--- config.mk ---
export PLATFORM = sky130hd
export DESIGN_NAME = stitch_pipeline_vr
export DESIGN_NICKNAME = d
export VERILOG_FILES = /design/src/rtl/stitch_pipeline_vr_pkg.sv /design/src/rtl/stitch_pipeline_vr_stage.sv /design/src/rtl/stitch_pipeline_vr.sv
export SDC_FILE = /design/constraint.sdc
export NUM_CORES = 1
export LEC_CHECK = 0
export CORE_MARGIN = 2
export CORE_UTILIZATION = 35
export CTS_CLUSTER_DIAMETER = 120
export CTS_CLUSTER_SIZE = 10
export DETAILED_ROUTE_END_ITERATION = 6
export SYNTH_ARGS = -nofsm -noshare
export SYNTH_HDL_FRONTEND = slang
export SYNTH_SLANG_ARGS = --single-unit
--- constraint.sdc ---
create_clock -name clk -period 2.15 [get_ports clk]
set_input_delay 0.5375 -clock clk [delete_from_list [all_inputs] [get_ports clk]]
set_output_delay 0.5375 -clock clk [all_outputs]
set_load 0.05 [all_outputs]
--- src/rtl/stitch_pipeline_vr_pkg.sv ---
// Shared types and helpers for the stitched valid/ready pipeline.
// The stage increment is computed here so every stage derives it the same way.
package stitch_pipeline_pkg;

    localparam int MAX_INCR_WIDTH = 256;

    typedef logic [MAX_INCR_WIDTH-1:0] incr_t;

    // Stage k adds 2^k; stages at or beyond the word width pass data through.
    function automatic incr_t stage_incr(input int k, input int width);
        if (k >= width || k >= MAX_INCR_WIDTH) begin
            return '0;
        end
        return incr_t'(1) << k;
    endfunction

    function automatic int occ_width(input int n);
        return $clog2(n + 2);
    endfunction

endpackage

--- src/rtl/stitch_pipeline_vr_stage.sv ---
// One combinational compute stage: out_data = in_data + 2^STAGE_IDX (mod 2^WIDTH).
module stitch_pipeline_stage
    import stitch_pipeline_pkg::*;
#(
    parameter int WIDTH     = 32,
    parameter int STAGE_IDX = 0
) (
    input  logic [WIDTH-1:0] in_data,
    output logic [WIDTH-1:0] out_data
);

    localparam logic [WIDTH-1:0] INCR = WIDTH'(stage_incr(STAGE_IDX, WIDTH));

    assign out_data = in_data + INCR;

endmodule

--- src/rtl/stitch_pipeline_vr.sv ---
// Parametrised stitched pipeline with per-slot valid/ready and bubble collapsing.
// Optional occupancy output enabled by macro STITCH_PIPELINE_VR_OCCUPANCY_EN.
module stitch_pipeline_vr
    import stitch_pipeline_pkg::*;
#(
    parameter int WIDTH      = 32,
    parameter int NUM_STAGES = 2
) (
    input  logic                                  clk,
    input  logic                                  rst,
    input  logic                                  in_valid,
    output logic                                  in_ready,
    input  logic [WIDTH-1:0]                      in_data,
    output logic                                  out_valid,
    input  logic                                  out_ready,
    output logic [WIDTH-1:0]                      out_data
`ifdef STITCH_PIPELINE_VR_OCCUPANCY_EN
    ,
    output logic [occ_width(NUM_STAGES)-1:0]      occupancy
`endif
);

    localparam int N = NUM_STAGES;

    logic [N:0]       valid_q;
    logic [WIDTH-1:0] data_q    [0:N];
    logic [WIDTH-1:0] stage_out [0:N-1];
    logic [N:0]       rdy;

    // A slot may load when the consumer takes a word or any slot at or below
    // it (towards the output) is empty; this is the unrolled ready chain.
    for (genvar k = 0; k <= N; k++) begin : g_rdy
        assign rdy[k] = out_ready | ~(&valid_q[N:k]);
    end

    for (genvar k = 0; k < N; k++) begin : g_stage
        stitch_pipeline_stage #(
            .WIDTH     (WIDTH),
            .STAGE_IDX (k)
        ) u_stage (
            .in_data  (data_q[k]),
            .out_data (stage_out[k])
        );
    end

    assign in_ready  = rdy[0] & ~rst;
    assign out_valid = valid_q[N] & ~rst;
    assign out_data  = data_q[N];

    always_ff @(posedge clk) begin
        if (rst) begin
            valid_q <= '0;
        end else begin
            if (rdy[0]) begin
                valid_q[0] <= in_valid;
            end
            for (int k = 1; k <= N; k++) begin
                if (rdy[k]) begin
                    valid_q[k] <= valid_q[k-1];
                end
            end
        end
    end

    // NOTE: data slots carry no reset; valid_q alone qualifies them, so the
    // datapath avoids reset fan-out.
    always_ff @(posedge clk) begin
        if (rdy[0]) begin
            data_q[0] <= in_data;
        end
        for (int k = 1; k <= N; k++) begin
            if (rdy[k]) begin
                data_q[k] <= stage_out[k-1];
            end
        end
    end

`ifdef STITCH_PIPELINE_VR_OCCUPANCY_EN
    localparam int OCC_W = occ_width(N);

    logic [OCC_W-1:0] occ_q;
    logic             xfer_in;
    logic             xfer_out;

    assign xfer_in   = in_valid & in_ready;
    assign xfer_out  = out_valid & out_ready;
    assign occupancy = occ_q;

    always_ff @(posedge clk) begin
        if (rst) begin
            occ_q <= '0;
        end else if (xfer_in && !xfer_out) begin
            occ_q <= occ_q + OCC_W'(1);
        end else if (xfer_out && !xfer_in) begin
            occ_q <= occ_q - OCC_W'(1);
        end
    end

    occ_matches_valid: assert property (@(posedge clk) disable iff (rst)
        occ_q == OCC_W'($countones(valid_q)));
`endif

endmodule
==> results of run 1 <==
-- metal layers --
layer	up-vias	routed length (um)
li1	1225	-
met2	52	2841
met1	995	3054
met3	11	307
met4	0	162
met5	-	0
-- how the worst max path moves through the flow --
stage,startpoint,end
2_1_floorplan,out_ready,in_ready
4_1_cts,data_q[0][72],out_data[8]
6_report,data_q[0][72],out_data[8]
3_5_place_dp,out_ready,in_ready
5_1_grt,data_q[0][85],out_data[21]
3_3_place_gp,out_ready,in_ready
-- power groups by stage --
stage	Clock, mW	Combinational (mW)	Sequential, mW
finish	1.51	0.457	2.33
global route	1.64	0.485	2.35
CTS	1.58	0.463	2.33
detailed placement	0	0.463	2.37
global placement	0	0.460	2.37
floorplan	0	0.349	2.35
-- per-stage QoR --
| stage | cell area (um2) | total power, mW |
|---|---|---|
| 2_1_floorplan | 4497 | 2.701 |
| 3_3_place_gp | 5239 | 2.829 |
| 3_5_place_dp | 5239 | 2.837 |
| 4_1_cts | 5525 | 4.371 |
| 5_1_grt | 5525 | 4.477 |
| 6_report | 5525 | 4.303 |
-- cell families (layout without fill, tap and decap cells) --
logic type,count (synthesis),count (layout),synth area share
AND/OR/NAND/NOR,108,108,0.1515
flip-flops,99,99,0.6552
XOR/XNOR,59,59,0.1150
buffers and inverters,48,104,0.06908
AO/OA/AOI/OAI,3,3,0.003622
adder cells (fa/ha/maj),2,2,0.005570
-- flip-flops by register name, summed over array words and instances (netlist names) --
| register | flops |
|---|---|
| data_q | 96 |
| valid_q | 3 |
-- area by class of cell --
class | count | area [um2]
multi-input cells | 172 | 1244
flip-flops and latches | 99 | 2943
well taps | 172 | 215.2
fillers | 1124 | 7043
inverters | 11 | 41.29
clock buffers | 11 | 232.7
repair buffers | 77 | 795.8
clock inverters | 5 | 53.80
-- placed cells by master (no fill, tap or decap), drive strengths merged --
| cell type | instances |
|---|---|
| a21oi | 2 |
| a31oi | 1 |
| and2 | 3 |
| and3 | 9 |
| and4 | 8 |
| buf | 10 |
| bufinv | 1 |
| clkbuf | 11 |
| clkdlybuf4s50 | 67 |
| clkinv | 3 |
| clkinvlp | 1 |
| dfxtp | 3 |
| edfxtp | 96 |
| ha | 2 |
| inv | 11 |
| nand2 | 17 |
| nand2b | 1 |
| nand3 | 23 |
| nand4 | 13 |
| nor2 | 15 |
| nor2b | 2 |
| nor3 | 10 |
| nor4 | 7 |
| xnor2 | 34 |
| xor2 | 25 |
==> results.txt, run 1 <==
----------------------------------------------------
[Power and ir drop]
  Part of the total power dissipated in sequential elements ... 0.542
  Net Sw Frac ... 0.2242
  Total net switching power ... between 0.9 and 1 mW
  Pwr/cell area ... 778.7 nW/um2
  Worst VDD drop ... 0.2989 mV
  Combinational Power Share ... 0.106
  Internal power consumption ... 3.338 mW
  Part of the power in the clock network ... 0.352
  P_leak ... 1.981 nW

[Clock tree]
  Count of clock tree sinks ... a little under 100
  Clock buffers created by TritonCTS ... 9
  Number of resized instances in the post-cts repair step ... 0
  Clock-pin slew on the worst setup and hold paths ... roughly 0.060 ns
  Clock network latency to the later pin of the worst-skew pair ... around 0.33 ns
  Maximum level of the CTS H-tree ... 3
  CTS tree ... built
  Clock root buffer master ... sky130_fd_sc_hd__clkbuf_16
  Max Buffers Root-to-Sink ... 2
  Post-CTS setup repair buffer count ... 0
  CTS Hold Bufs ... 0

[Setup path]
  Critical path, cell by cell ... clkdlybuf4s50_1
  Data arrival time of the worst path ... roughly 1.5 ns
  Kind of critical path ... reg -> out
  Reg-to-reg critical path endpoint ... data_q[0][54]
  WP data required ... 1.61 ns
  Startpoint Class ... flop
  Largest fanout on the critical path ... 1
  CP Capture Type ... output port
  Combined buffer and inverter count along the critical path ... 1
  Startpoint of the worst register-to-register path ... data_q[0][0]
  Setup slack, reg-to-reg ... roughly 0.33 ns
  Critical-path top delay cell ... sky130_fd_sc_hd__clkdlybuf4s50_1
  Largest stage delay, worst path ... around 0.80 ns
  Largest delay contributor family on the critical path ... buffers and inverters
  WP depth ... 1
  Worst Reg2Reg Path Length in Cells ... 5

[Final layout]
  Antenna diode count ... 0
  Fraction of the core area covered by cells at the end of the flow ... 0.4396
  Area growth from synthesis to layout ... 23.01%
  Net total in the final layout ... slightly above 400
  Non-filler cells in the finished layout ... about 550
  Fraction of final layout cells sized beyond drive strength 1 ... 0.1013

[Global route]
  Congestion Overflow GR ... 0
  Antenna violations before repair ... 0
  Most utilized layer in the global route result ... met2
  First-pass GRT wire length ... 10520 um
  Met3 Use GR ... 0.03141
  Combined global-route utilization of all metal layers ... 0.1003
  Met1 usage in global routing ... 0.1323
  Maximum number of pins on one net before global-route repair ... 33
  GR Layer Usage met2 ... 0.1425
  Vias in the first global route ... 2237

[Yosys]
  Fraction of post-synthesis cell area in the top cell type by area ... 0.6418
  Portion of the post-synthesis area used by sequential elements ... 0.6552
  Most frequently used flop master after synthesis ... sky130_fd_sc_hd__edfxtp_1
  Cell types with the highest counts after synthesis ... sky130_fd_sc_hd__edfxtp_1 (96), sky130_fd_sc_hd__buf_4 (34), sky130_fd_sc_hd__xnor2_1 (34)
  Average footprint of a synthesized cell ... 14.08 um2
  Synthesized Nets ... roughly 360
  Largest cells by area after synthesis ... sky130_fd_sc_hd__edfxtp_1 (64%), sky130_fd_sc_hd__xnor2_1 (6.6%), sky130_fd_sc_hd__buf_4 (5.7%)
  EDFF count, synth ... 96
  Synth async-reset ratio ... 0
  Count of state elements after synthesis ... 99
  Number of standard cells after synthesis ... 319
  Synth unique cells ... 32
  Largest area contributor in the netlist ... sky130_fd_sc_hd__edfxtp_1
  Synth warn ... 0
  Most frequent cell after synthesis ... sky130_fd_sc_hd__edfxtp_1
  Cell Area, Synth ... 4492 um2

[STA]
  Slew HR ... 0.6204
  Final Hold Fails ... 0
  Unrepaired setup endpoints after global routing ... false
  Worst-margin pin slew ... 0.5651 ns
  Setup tns final ... 0 ns
  Tightest hold margin ... 0.4223 ns
  Post-route clock period utilization ... 0.9341
  Post-route setup slack ... roughly 0.14 ns
  Highest achievable clock rate ... 497.9 MHz
  Number of endpoints failing setup at the final stage ... 0
  Pins Over Slew Limit ... 0
  Worst clock skew ... between 0.003 and 0.004 ns
  Shortest clock period the worst path allows after layout ... 2.008 ns

[Worst hold path]
  Startpoint of the lowest-slack hold path ... data_q[0][32]
  Path type of the worst min-delay path ... reg -> reg
  End of the worst hold path ... data_q[0][64]
  Hold Path Stages ... 0

[Place]
  Final HPWL from detailed placement ... 4913 um
  Weighted congestion reported at the end of routability-driven placement ... 0.8098
  PortBufs ... between 60 and 70
  Cell total after placement ... 531
  Post-placement worst setup slack ... approximately 0.17 ns

[Drt]
  First drt pass iteration count ... 4
  Detailed-route DRC error count ... 0
  Total via count after detailed routing ... 2283
  Wire per inst ... about 12 um
  Wire length reported by the detailed router ... 6365 um
  Number of nets with antenna violations after routing ... 0
  Detailed-route vias per instance ... between 4 and 5
  Count of routing violations after the opening detailed-route iteration ... 91

[Floorplan]
  Floorplan die area ... 13760 um2
  Number of core rows ... between 40 and 50
  Starting utilization of the core area ... 0.3574
  Overall die height ... approximately 120 um
  Width of the die ... 117.3 um
  Core box area ... 12570 um2
  Top-Level Pins ... 70

[Job]
  Max capacitance violation total ... 0

[Status]
  Result of the run ... completed

----------------------------------------------------
(Power assumes the default switching activity.)
==> inputs of run 2 (changes only) <==
--- a/config.mk
+++ b/config.mk
@@ -8,7 +8,7 @@
 export CORE_MARGIN = 2
 export CORE_UTILIZATION = 35
 export CTS_CLUSTER_DIAMETER = 120
-export CTS_CLUSTER_SIZE = 10
+export CTS_CLUSTER_SIZE = 24
 export DETAILED_ROUTE_END_ITERATION = 6
 export SYNTH_ARGS = -nofsm -noshare
 export SYNTH_HDL_FRONTEND = slang
==> results of run 2 <==
The final DEF is identical to that of run 1; final timing and power are the same.
==> inputs of run 3 (changes only) <==
--- a/config.mk
+++ b/config.mk
@@ -10,6 +10,7 @@
 export CTS_CLUSTER_DIAMETER = 120
 export CTS_CLUSTER_SIZE = 24
 export DETAILED_ROUTE_END_ITERATION = 6
+export SKIP_CTS_REPAIR_TIMING = 1
 export SYNTH_ARGS = -nofsm -noshare
 export SYNTH_HDL_FRONTEND = slang
 export SYNTH_SLANG_ARGS = --single-unit
==> results of run 3 <==
The final DEF is identical to that of run 1; final timing and power are the same.
